## src/rtl/jtpopeye_sec_master_if.sv

```systemverilog
// jtpopeye_sec_master_if: request side (cen, start, hi, lo, shift -> busy, done, result) and security chip side (cs, A0, rd_n, wr_n, dout <- din) of the barrel-shifter initiator
interface jtpopeye_sec_master_if;
  logic       cen;
  logic       start;
  logic [7:0] hi;
  logic [7:0] lo;
  logic [2:0] shift;
  logic       busy;
  logic       done;
  logic [7:0] result;
  logic       cs;
  logic       A0;
  logic       rd_n;
  logic       wr_n;
  logic [7:0] dout;
  logic [7:0] din;
  modport master (
    input  cen, start, hi, lo, shift, din,
    output busy, done, result, cs, A0, rd_n, wr_n, dout
  );
  modport slave (
    output cen, start, hi, lo, shift, din,
    input  busy, done, result, cs, A0, rd_n, wr_n, dout
  );
endinterface

```

## src/rtl/jtpopeye_sec_master.sv

```systemverilog
// jtpopeye_sec_master: pushes lo, hi and shift into the security shifter, waits SETTLE cen periods, reads back result
//   clk, rst : clock and asynchronous active-high reset
//   bus      : master modport; request inputs and result/status outputs, plus the cs/A0/rd_n/wr_n/dout/din chip port
module jtpopeye_sec_master #(
  parameter int SETTLE = 1
) (
  input logic                   clk,
  input logic                   rst,
  jtpopeye_sec_master_if.master bus
);
  typedef enum logic [2:0] {IDLE, ARM, WR_LO, WR_HI, WR_SH, WAIT, RD, CAPT} state_t;
  localparam logic [2:0] SETTLE_N = 3'(SETTLE);
  state_t     r_state;
  logic [7:0] r_hi, r_lo, r_result, r_dout;
  logic [2:0] r_shift, r_cnt;
  logic       r_busy, r_done, r_cs, r_a0, r_rd_n, r_wr_n;
  assign bus.busy   = r_busy;
  assign bus.done   = r_done;
  assign bus.result = r_result;
  assign bus.cs     = r_cs;
  assign bus.A0     = r_a0;
  assign bus.rd_n   = r_rd_n;
  assign bus.wr_n   = r_wr_n;
  assign bus.dout   = r_dout;
  // acceptance ignores cen; every later phase lasts exactly one cen period and
  // the shifter samples it on the cen edge that ends it
  always_ff @(posedge clk or posedge rst)
    if (rst) begin
      r_state  <= IDLE;
      r_hi     <= 8'd0;
      r_lo     <= 8'd0;
      r_shift  <= 3'd0;
      r_cnt    <= 3'd0;
      r_result <= 8'd0;
      r_dout   <= 8'd0;
      r_busy   <= 1'b0;
      r_done   <= 1'b0;
      r_cs     <= 1'b0;
      r_a0     <= 1'b0;
      r_rd_n   <= 1'b1;
      r_wr_n   <= 1'b1;
    end else begin
      r_done <= 1'b0;
      if (r_state == IDLE) begin
        if (bus.start) begin
          r_hi    <= bus.hi;
          r_lo    <= bus.lo;
          r_shift <= bus.shift;
          r_busy  <= 1'b1;
          r_state <= ARM;
        end
      end else if (bus.cen) begin
        case (r_state)
          ARM: begin
            r_cs    <= 1'b1;
            r_a0    <= 1'b1;
            r_wr_n  <= 1'b0;
            r_dout  <= r_lo;
            r_state <= WR_LO;
          end
          WR_LO: begin
            r_dout  <= r_hi;
            r_state <= WR_HI;
          end
          WR_HI: begin
            r_a0    <= 1'b0;
            r_dout  <= {5'd0, r_shift};
            r_state <= WR_SH;
          end
          WR_SH: begin
            r_cs    <= 1'b0;
            r_wr_n  <= 1'b1;
            r_cnt   <= SETTLE_N;
            r_state <= WAIT;
          end
          WAIT: begin
            r_cnt <= r_cnt - 3'd1;
            if (r_cnt == 3'd1) begin
              r_cs    <= 1'b1;
              r_a0    <= 1'b0;
              r_rd_n  <= 1'b0;
              r_state <= RD;
            end
          end
          RD: begin
            r_cs    <= 1'b0;
            r_rd_n  <= 1'b1;
            r_state <= CAPT;
          end
          CAPT: begin
            r_result <= bus.din;
            r_done   <= 1'b1;
            r_busy   <= 1'b0;
            r_state  <= IDLE;
          end
          default: r_state <= IDLE;
        endcase
      end
    end
endmodule

```

## src/flat_wrapper.sv

```systemverilog
// flat-port wrapper written by rule: the top's interface ports become plain ports
module jtpopeye_sec_master_flat 
#(
  parameter int SETTLE = 1
)
  (clk, rst, bus_cen, bus_start, bus_hi, bus_lo, bus_shift, bus_din, bus_busy, bus_done, bus_result, bus_cs, bus_A0, bus_rd_n, bus_wr_n, bus_dout);
  jtpopeye_sec_master_if bus_i ();
  input logic clk;
  input logic rst;
  input wire logic [$bits(bus_i.cen)-1:0] bus_cen;
  input wire logic [$bits(bus_i.start)-1:0] bus_start;
  input wire logic [$bits(bus_i.hi)-1:0] bus_hi;
  input wire logic [$bits(bus_i.lo)-1:0] bus_lo;
  input wire logic [$bits(bus_i.shift)-1:0] bus_shift;
  input wire logic [$bits(bus_i.din)-1:0] bus_din;
  output wire logic [$bits(bus_i.busy)-1:0] bus_busy;
  output wire logic [$bits(bus_i.done)-1:0] bus_done;
  output wire logic [$bits(bus_i.result)-1:0] bus_result;
  output wire logic [$bits(bus_i.cs)-1:0] bus_cs;
  output wire logic [$bits(bus_i.A0)-1:0] bus_A0;
  output wire logic [$bits(bus_i.rd_n)-1:0] bus_rd_n;
  output wire logic [$bits(bus_i.wr_n)-1:0] bus_wr_n;
  output wire logic [$bits(bus_i.dout)-1:0] bus_dout;
  assign bus_i.cen = bus_cen;
  assign bus_i.start = bus_start;
  assign bus_i.hi = bus_hi;
  assign bus_i.lo = bus_lo;
  assign bus_i.shift = bus_shift;
  assign bus_i.din = bus_din;
  assign bus_busy = bus_i.busy;
  assign bus_done = bus_i.done;
  assign bus_result = bus_i.result;
  assign bus_cs = bus_i.cs;
  assign bus_A0 = bus_i.A0;
  assign bus_rd_n = bus_i.rd_n;
  assign bus_wr_n = bus_i.wr_n;
  assign bus_dout = bus_i.dout;
  jtpopeye_sec_master #(.SETTLE(SETTLE)) u_core (.clk(clk), .rst(rst), .bus(bus_i));
endmodule
```

## config.mk

```make
export PLATFORM = sky130hd
export DESIGN_NAME = jtpopeye_sec_master_flat
export DESIGN_NICKNAME = d
export VERILOG_FILES = /design/src/rtl/jtpopeye_sec_master_if.sv /design/src/rtl/jtpopeye_sec_master.sv /design/src/flat_wrapper.sv
export SDC_FILE = /design/constraint.sdc
export NUM_CORES = 1
export LEC_CHECK = 0
export ABC_AREA = 1
export CAP_MARGIN = 25
export CORE_MARGIN = 2
export CORE_UTILIZATION = 45
export CTS_CLUSTER_DIAMETER = 40
export DETAILED_ROUTE_END_ITERATION = 12
export MAX_ROUTING_LAYER = met4
export PLACE_DENSITY = 0.71
export SYNTH_ARGS = -nofsm -noshare
export SYNTH_HDL_FRONTEND = slang
export SYNTH_SLANG_ARGS = --single-unit
```

## constraint.sdc

```tcl
create_clock -name clk -period 1.8 [get_ports clk]
set_input_delay 0.45 -clock clk [delete_from_list [all_inputs] [get_ports clk]]
set_output_delay 0.45 -clock clk [all_outputs]
set_load 0.005 [all_outputs]
```

# --- Yosys cells after proc, flatten, opt, wreduce, memory -nomap -nowiden ---
# Index checks and enable logic that the tools add are counted.
totals:
  mem_bits_rw: 0
  elab_cells: 66
  latchBits: 0
  in_bits: 31
  romBits: 0
  mem_count: 0
  output_inout_bits: 22
  regBits: 47
op_classes:
  n_bitwise: 1
  n_eq_ne: 11
  n_mux: 20
  shift: 0
  magnitude_cmp: 0
  n_mul: 0
  n_div: 0
  add_sub_neg: 1
  reduce_logical: 20
ops:
  columns: ["operator", "n"]
  rows:
  - ["8-bit case mux with 3 select lines", 1]
  - ["3-bit case mux with 6 select lines", 1]
  - ["3-bit AND reduction", 6]
  - ["3-bit equality test (second input constant)", 4]
  - ["3-bit two-way mux", 4]
  - ["4-bit AND reduction", 3]
  - ["2-bit nonzero test", 5]
  - ["1-bit two-way mux", 9]
  - ["3-bit nonzero test", 3]
  - ["3-bit by 1-bit equality test with 1-bit output (second input constant)", 2]
  - ["3-bit by 2-bit equality test with 1-bit output (second input constant)", 2]
  - ["1-bit case mux with 3 select lines", 2]
  - ["3-bit case mux with 2 select lines", 1]
  - ["1-bit case mux with 2 select lines", 2]
  - ["3-bit zero test", 1]
  - ["3-bit by 1-bit != test with 1-bit output (second input constant)", 1]
  - ["3-bit by 1-bit subtractor with 3-bit output (second input constant)", 1]
  - ["2-bit by 1-bit != test with 1-bit output (second input constant)", 1]
  - ["2-bit != test (second input constant)", 1]
  - ["2-bit AND reduction", 1]
  - ["2-bit OR reduction", 1]
  - ["1-bit inverter", 1]

# --- Depth between registers and ports, before layout ---
# Gate-level depths: netlist (run 1).
logic_depth:
  word_depth: 5
  ltp_mapped: 8
  depth_no_buf: 7

# --- Worst setup path before layout (run 1) ---
# Ideal clock, no wire load.
synth_path:
  path_type: "reg2reg"
  from: "register u_core.r_state[0]"
  to: "register u_core.r_dout[7], in the netlist u_core.bus.dout[7]"
  slack_ps: 609
  setup_ps: 121
  n_path_buf: 2
  required_ps: 1679
  stages_incl_launch_ff: 8
  arrival_time_ps: 1070
  period_less_slack_ps: 1191
  path_cell_list: "dfrtp_1 buf_6 nor2_8 inv_1 nand3_2 buf_4 nand2_1 a21boi_1"
synth_between:
  elab_chain_len: 3
  word_cells_on_any_way: 8
  cone_classes: "eq/ne (3); mux (1); bitwise (1); reduce/logical (3)"
synth_rtl:
  columns: ["item", "line_no", "text"]
  rows:
  - ["start, declared", "jtpopeye_sec_master.sv:13", "state_t r_state;"]
  - ["start signal, assigned", "jtpopeye_sec_master.sv:29", "r_state <= IDLE;"]
  - ["start signal, assigned", "jtpopeye_sec_master.sv:50", "r_state <= ARM;"]
  - ["start signal, assigned", "jtpopeye_sec_master.sv:59", "r_state <= WR_LO;"]
  - ["3-bit by 1-bit equality test with 1-bit output (tied with other cells)", "jtpopeye_sec_master.sv:53", "case (r_state)"]
  - ["3-bit nonzero test (no line) / 1-bit inverter (equally long branches)", null, null]
  - ["3-bit AND reduction (no line)", null, null]
  - ["end signal, assigned", "jtpopeye_sec_master.sv:58", "r_dout <= r_lo;"]
  - ["end signal, assigned", "jtpopeye_sec_master.sv:62", "r_dout <= r_hi;"]
  - ["end signal, assigned", "jtpopeye_sec_master.sv:67", "r_dout <= {5'd0, r_shift};"]
  - ["end, declared", "jtpopeye_sec_master.sv:14", "logic [7:0] r_hi, r_lo, r_result, r_dout;"]
# Parallel ways exist; a longest one is shown, timed or not.
# A chain may end at the register's enable or synchronous reset.

# --- Final worst setup path (run 1) ---
layout_path:
  from: "register u_core.r_dout[7], in the netlist u_core.bus.dout[7]"
  to: "output port bus_dout[7]"
layout_lines:
  columns: ["item", "line_no", "text"]
  rows:
  - ["end, declared", "flat_wrapper.sv:23", "output wire logic [$bits(bus_i.dout)-1:0] bus_dout;"]
# No word-level cell between the ends.

==> impl_metrics.csv, run 1 <==
group,metric,value,unit
outcome,outcome,"completed",
synthesis,synth_area_leaders,"dfrtp_1 (50%), nand2_1 (13%), inv_1 (6.6%)",
synthesis,synth_warnings,0,
sta,fmax,616,MHz
place,post-dp-hpwl,3270,microns
clocking,post_cts_buffers,0,
die,num_rows,25,
clocking,htree_num_levels,2,
place,place_congestion,0.821,
routing,wire_per_inst,11.2,microns
sta,holdWs,436,ps
worst_setup_path,end_kind,"primary output",
clocking,cts_buffer_depth,2,
sta,fin_skew,6.18,ps
sta,hold_viol_final,0,
routing,drt_first_pass_iters,4,
sta,finalSetupTns,0,ps
cells_and_area,fin_cells,386,
synthesis,syn-cell-area,2260,sq um
global_routing,track_usage,17.7,%
clocking,cts_sinks,47,
global_routing,antenna_found_initial,0,
cells_and_area,syn_to_final_growth,28.8,%
clocking,insertion_delay,290,ps
flow_run,drv_cap,0,
die,die_h,74.9,microns
worst_setup_path,critical_path_peak_fanout,2,
worst_setup_path,cpPeakStageDelay,510,ps
synthesis,yosysUniqueCellTypes,25,
die,io-pin-count,53,
worst_setup_path,worst_setup_path_start_kind,"flip-flop",
die,dieWidth,74.9,microns
pwr,p_per_area,1550,nW/um^2
sta,finalCritPeriodShare,90.2,%
clocking,clk_pin_slew_worst_paths,80,ps
global_routing,grt.overflow.total,0,
global_routing,grt_pass1_wl,7450,microns
clocking,root_buffer,"clkbuf_8",
worst_setup_path,startpoint,"u_core.bus.dout[7]$_DFFE_PP0P_",
clocking,cts_made_buffers,5,
cells_and_area,utilization,60.9,%
worst_setup_path,crit_type,"reg -> out",
sta,drv_slew,0,
worst_setup_path,arrival,1170,ps
pwr,leakage,1.53,nW
sta,worst_slew_pin_slew,550,ps
routing,via_count,1778,
worst_hold_path,min_path_type,"in -> async",
synthesis,post-synth-top-area-cell,"dfrtp_1",
die,dieArea,5610,sq um
global_routing,grt_pass1_vias,1622,
die,core,4790,sq um
routing,drc,0,
cells_and_area,final_common_cell,"nand2_1",
worst_setup_path,cp.required,1350,ps
synthesis,synth.net_count,299,
sta,slew_headroom,63.3,%
worst_setup_path,cp_top_family,"buffers and inverters",
global_routing,grt_max_degree,33,
synthesis,netlist_instances,266,
cells_and_area,drive_gt1_share,10.7,%
synthesis,synth_top_area_share,49.8,%
place,dp_cells,380,
routing,drt_iter0_drc,129,
routing,drt-total-wl,4340,microns
routing,drtAntennaViolNets,0,
cells_and_area,nNetsFinal,353,
synthesis,syn_avg_cell_area,8.50,sq um
cells_and_area,final_cell_mix,"nand2_1 (80), clkdlybuf4s50_1 (50), dfrtp_1 (45)",
synthesis,yosysSeqAreaShare,52.1,%
synthesis,yosys_register_bits,47,
pwr,irDropWorstVdd,0.645,mV
worst_setup_path,reg2reg_from,"u_core.r_state[1]$_DFFE_PP0P_",
cells_and_area,antenna_cells,0,
sta,rsz0062_at_grt,"false",
worst_setup_path,worstPathCellList,"clkdlybuf4s50_1",
sta,min_period,1620,ps
worst_setup_path,cp_slowest_cell,"clkdlybuf4s50_1",
clocking,cts_tree,"yes",
worst_setup_path,critical_path_buf_inv_count,1,
routing,vias_per_cell,4.61,
place,io_buffer_count,52,
sta,setup_viol,0,
die,start_util,47.2,%
==> stage by stage <==
stage,total power [mW],worst slack (ps),area [sq um]
global placement,3.91,61.5,2830
global route,4.92,121,2910
floorplan,3.22,237,2260
CTS,4.56,26.2,2910
detailed placement,3.97,28.7,2830
finish,4.51,177,2910
==> sequential cells by signal (all words and copies together), names as in the netlist <==
| name | cells |
|---|---|
| u_core.bus.cs | 1 |
| u_core.r_cnt | 3 |
| u_core.r_state | 3 |
| u_core.bus.wr_n | 1 |
| u_core.bus.dout | 8 |
| u_core.bus.A0 | 1 |
| u_core.bus.busy | 1 |
| u_core.bus.rd_n | 1 |
| u_core.r_lo | 8 |
| u_core.bus.done | 1 |
| u_core.r_hi | 8 |
| u_core.r_shift | 3 |
| u_core.bus.result | 8 |
==> logic make-up (layout without fill, tap and decap cells) <==
| family | Yosys count | count (layout) | share of synthesized area (%) |
|---|---|---|---|
| adder cells (fa/ha/maj) | 2 | 2 | 1.11 |
| buffers and inverters | 51 | 104 | 10.3 |
| AND/OR/NAND/NOR | 124 | 124 | 24.7 |
| AO/OA/AOI/OAI | 42 | 42 | 11.7 |
| flip-flops | 47 | 47 | 52.1 |
==> worst paths after layout <==
path                       slack (ps)  cells past startpoint                              to
max reg2reg                       290                      5  u_core.bus.dout[5]$_DFFE_PP0P_
max in group asynchronous         900                      3  u_core.bus.dout[0]$_DFFE_PP0P_
min                               440                      2  u_core.bus.dout[5]$_DFFE_PP0P_
min in group clk                  470                      2     u_core.bus.rd_n$_DFFE_PP1P_
max                               180                      1                     bus_dout[7]
min reg2reg                       470                      2     u_core.bus.rd_n$_DFFE_PP1P_
==> power breakdown <==
group	switching [mW]	total (mW)	internal, mW
Sequential	0.342	1.91	1.56
Combinational	1.05	2.02	0.965
Clock	0.329	0.587	0.258
==> synth_stat cells <==
cell type	number
nand3_2	2
dfrtp_1	45
nor2_8	2
o21ai_1	1
a21boi_1	4
nand2_2	2
a21oi_2	6
inv_2	2
nand2_1	80
a21boi_2	1
nor2_4	1
inv_1	40
clkbuf_1	2
buf_2	1
o21ai_0	23
dfstp_2	2
o22ai_1	1
a21oi_1	2
nand3_1	17
nand3_4	1
nor2_1	19
ha_1	2
buf_4	1
buf_6	5
o21ai_2	4
==> layer usage <==
metal  share of wire [%]  track usage [%]  vias to the layer above
li1                    -                -                      925
met1                  47             23.3                      817
met4                0.83             4.17                        0
met5                   0                -                        -
met2                  49             28.1                       32
met3                 3.0             4.02                        4
==> layout make-up <==
cell class	count	area, sq um
sequential	47	1180
clock inverter	1	7.51
clock buffer	5	68.8
fill	436	1870
tap	67	83.8
multi-input combinational	168	848
inverter	42	158
timing repair buffer	56	568
==> repair_timing <==
item / 4_1_cts / 5_1_grt
endpoints found under the setup margin: 0 / 2
hold buffers: 0 / 0
gates resized for setup: 0 / 2
Note: power is estimated with default switching activity, not from simulation.
==> run 2: changes to the inputs <==
--- a/config.mk
+++ b/config.mk
@@ -13,6 +13,7 @@
 export DETAILED_ROUTE_END_ITERATION = 12
 export MAX_ROUTING_LAYER = met4
 export PLACE_DENSITY = 0.71
+export SLEW_MARGIN = 40
 export SYNTH_ARGS = -nofsm -noshare
 export SYNTH_HDL_FRONTEND = slang
 export SYNTH_SLANG_ARGS = --single-unit
==> results of run 2 <==
No change in the layout: final DEF, timing and power equal those of run 1.
==> run 3: changes to the inputs <==
--- a/config.mk
+++ b/config.mk
@@ -10,6 +10,7 @@
 export CORE_MARGIN = 2
 export CORE_UTILIZATION = 45
 export CTS_CLUSTER_DIAMETER = 40
+export CTS_CLUSTER_SIZE = 20
 export DETAILED_ROUTE_END_ITERATION = 12
 export MAX_ROUTING_LAYER = met4
 export PLACE_DENSITY = 0.71
==> results of run 3 <==
No change in the layout: final DEF, timing and power equal those of run 1.
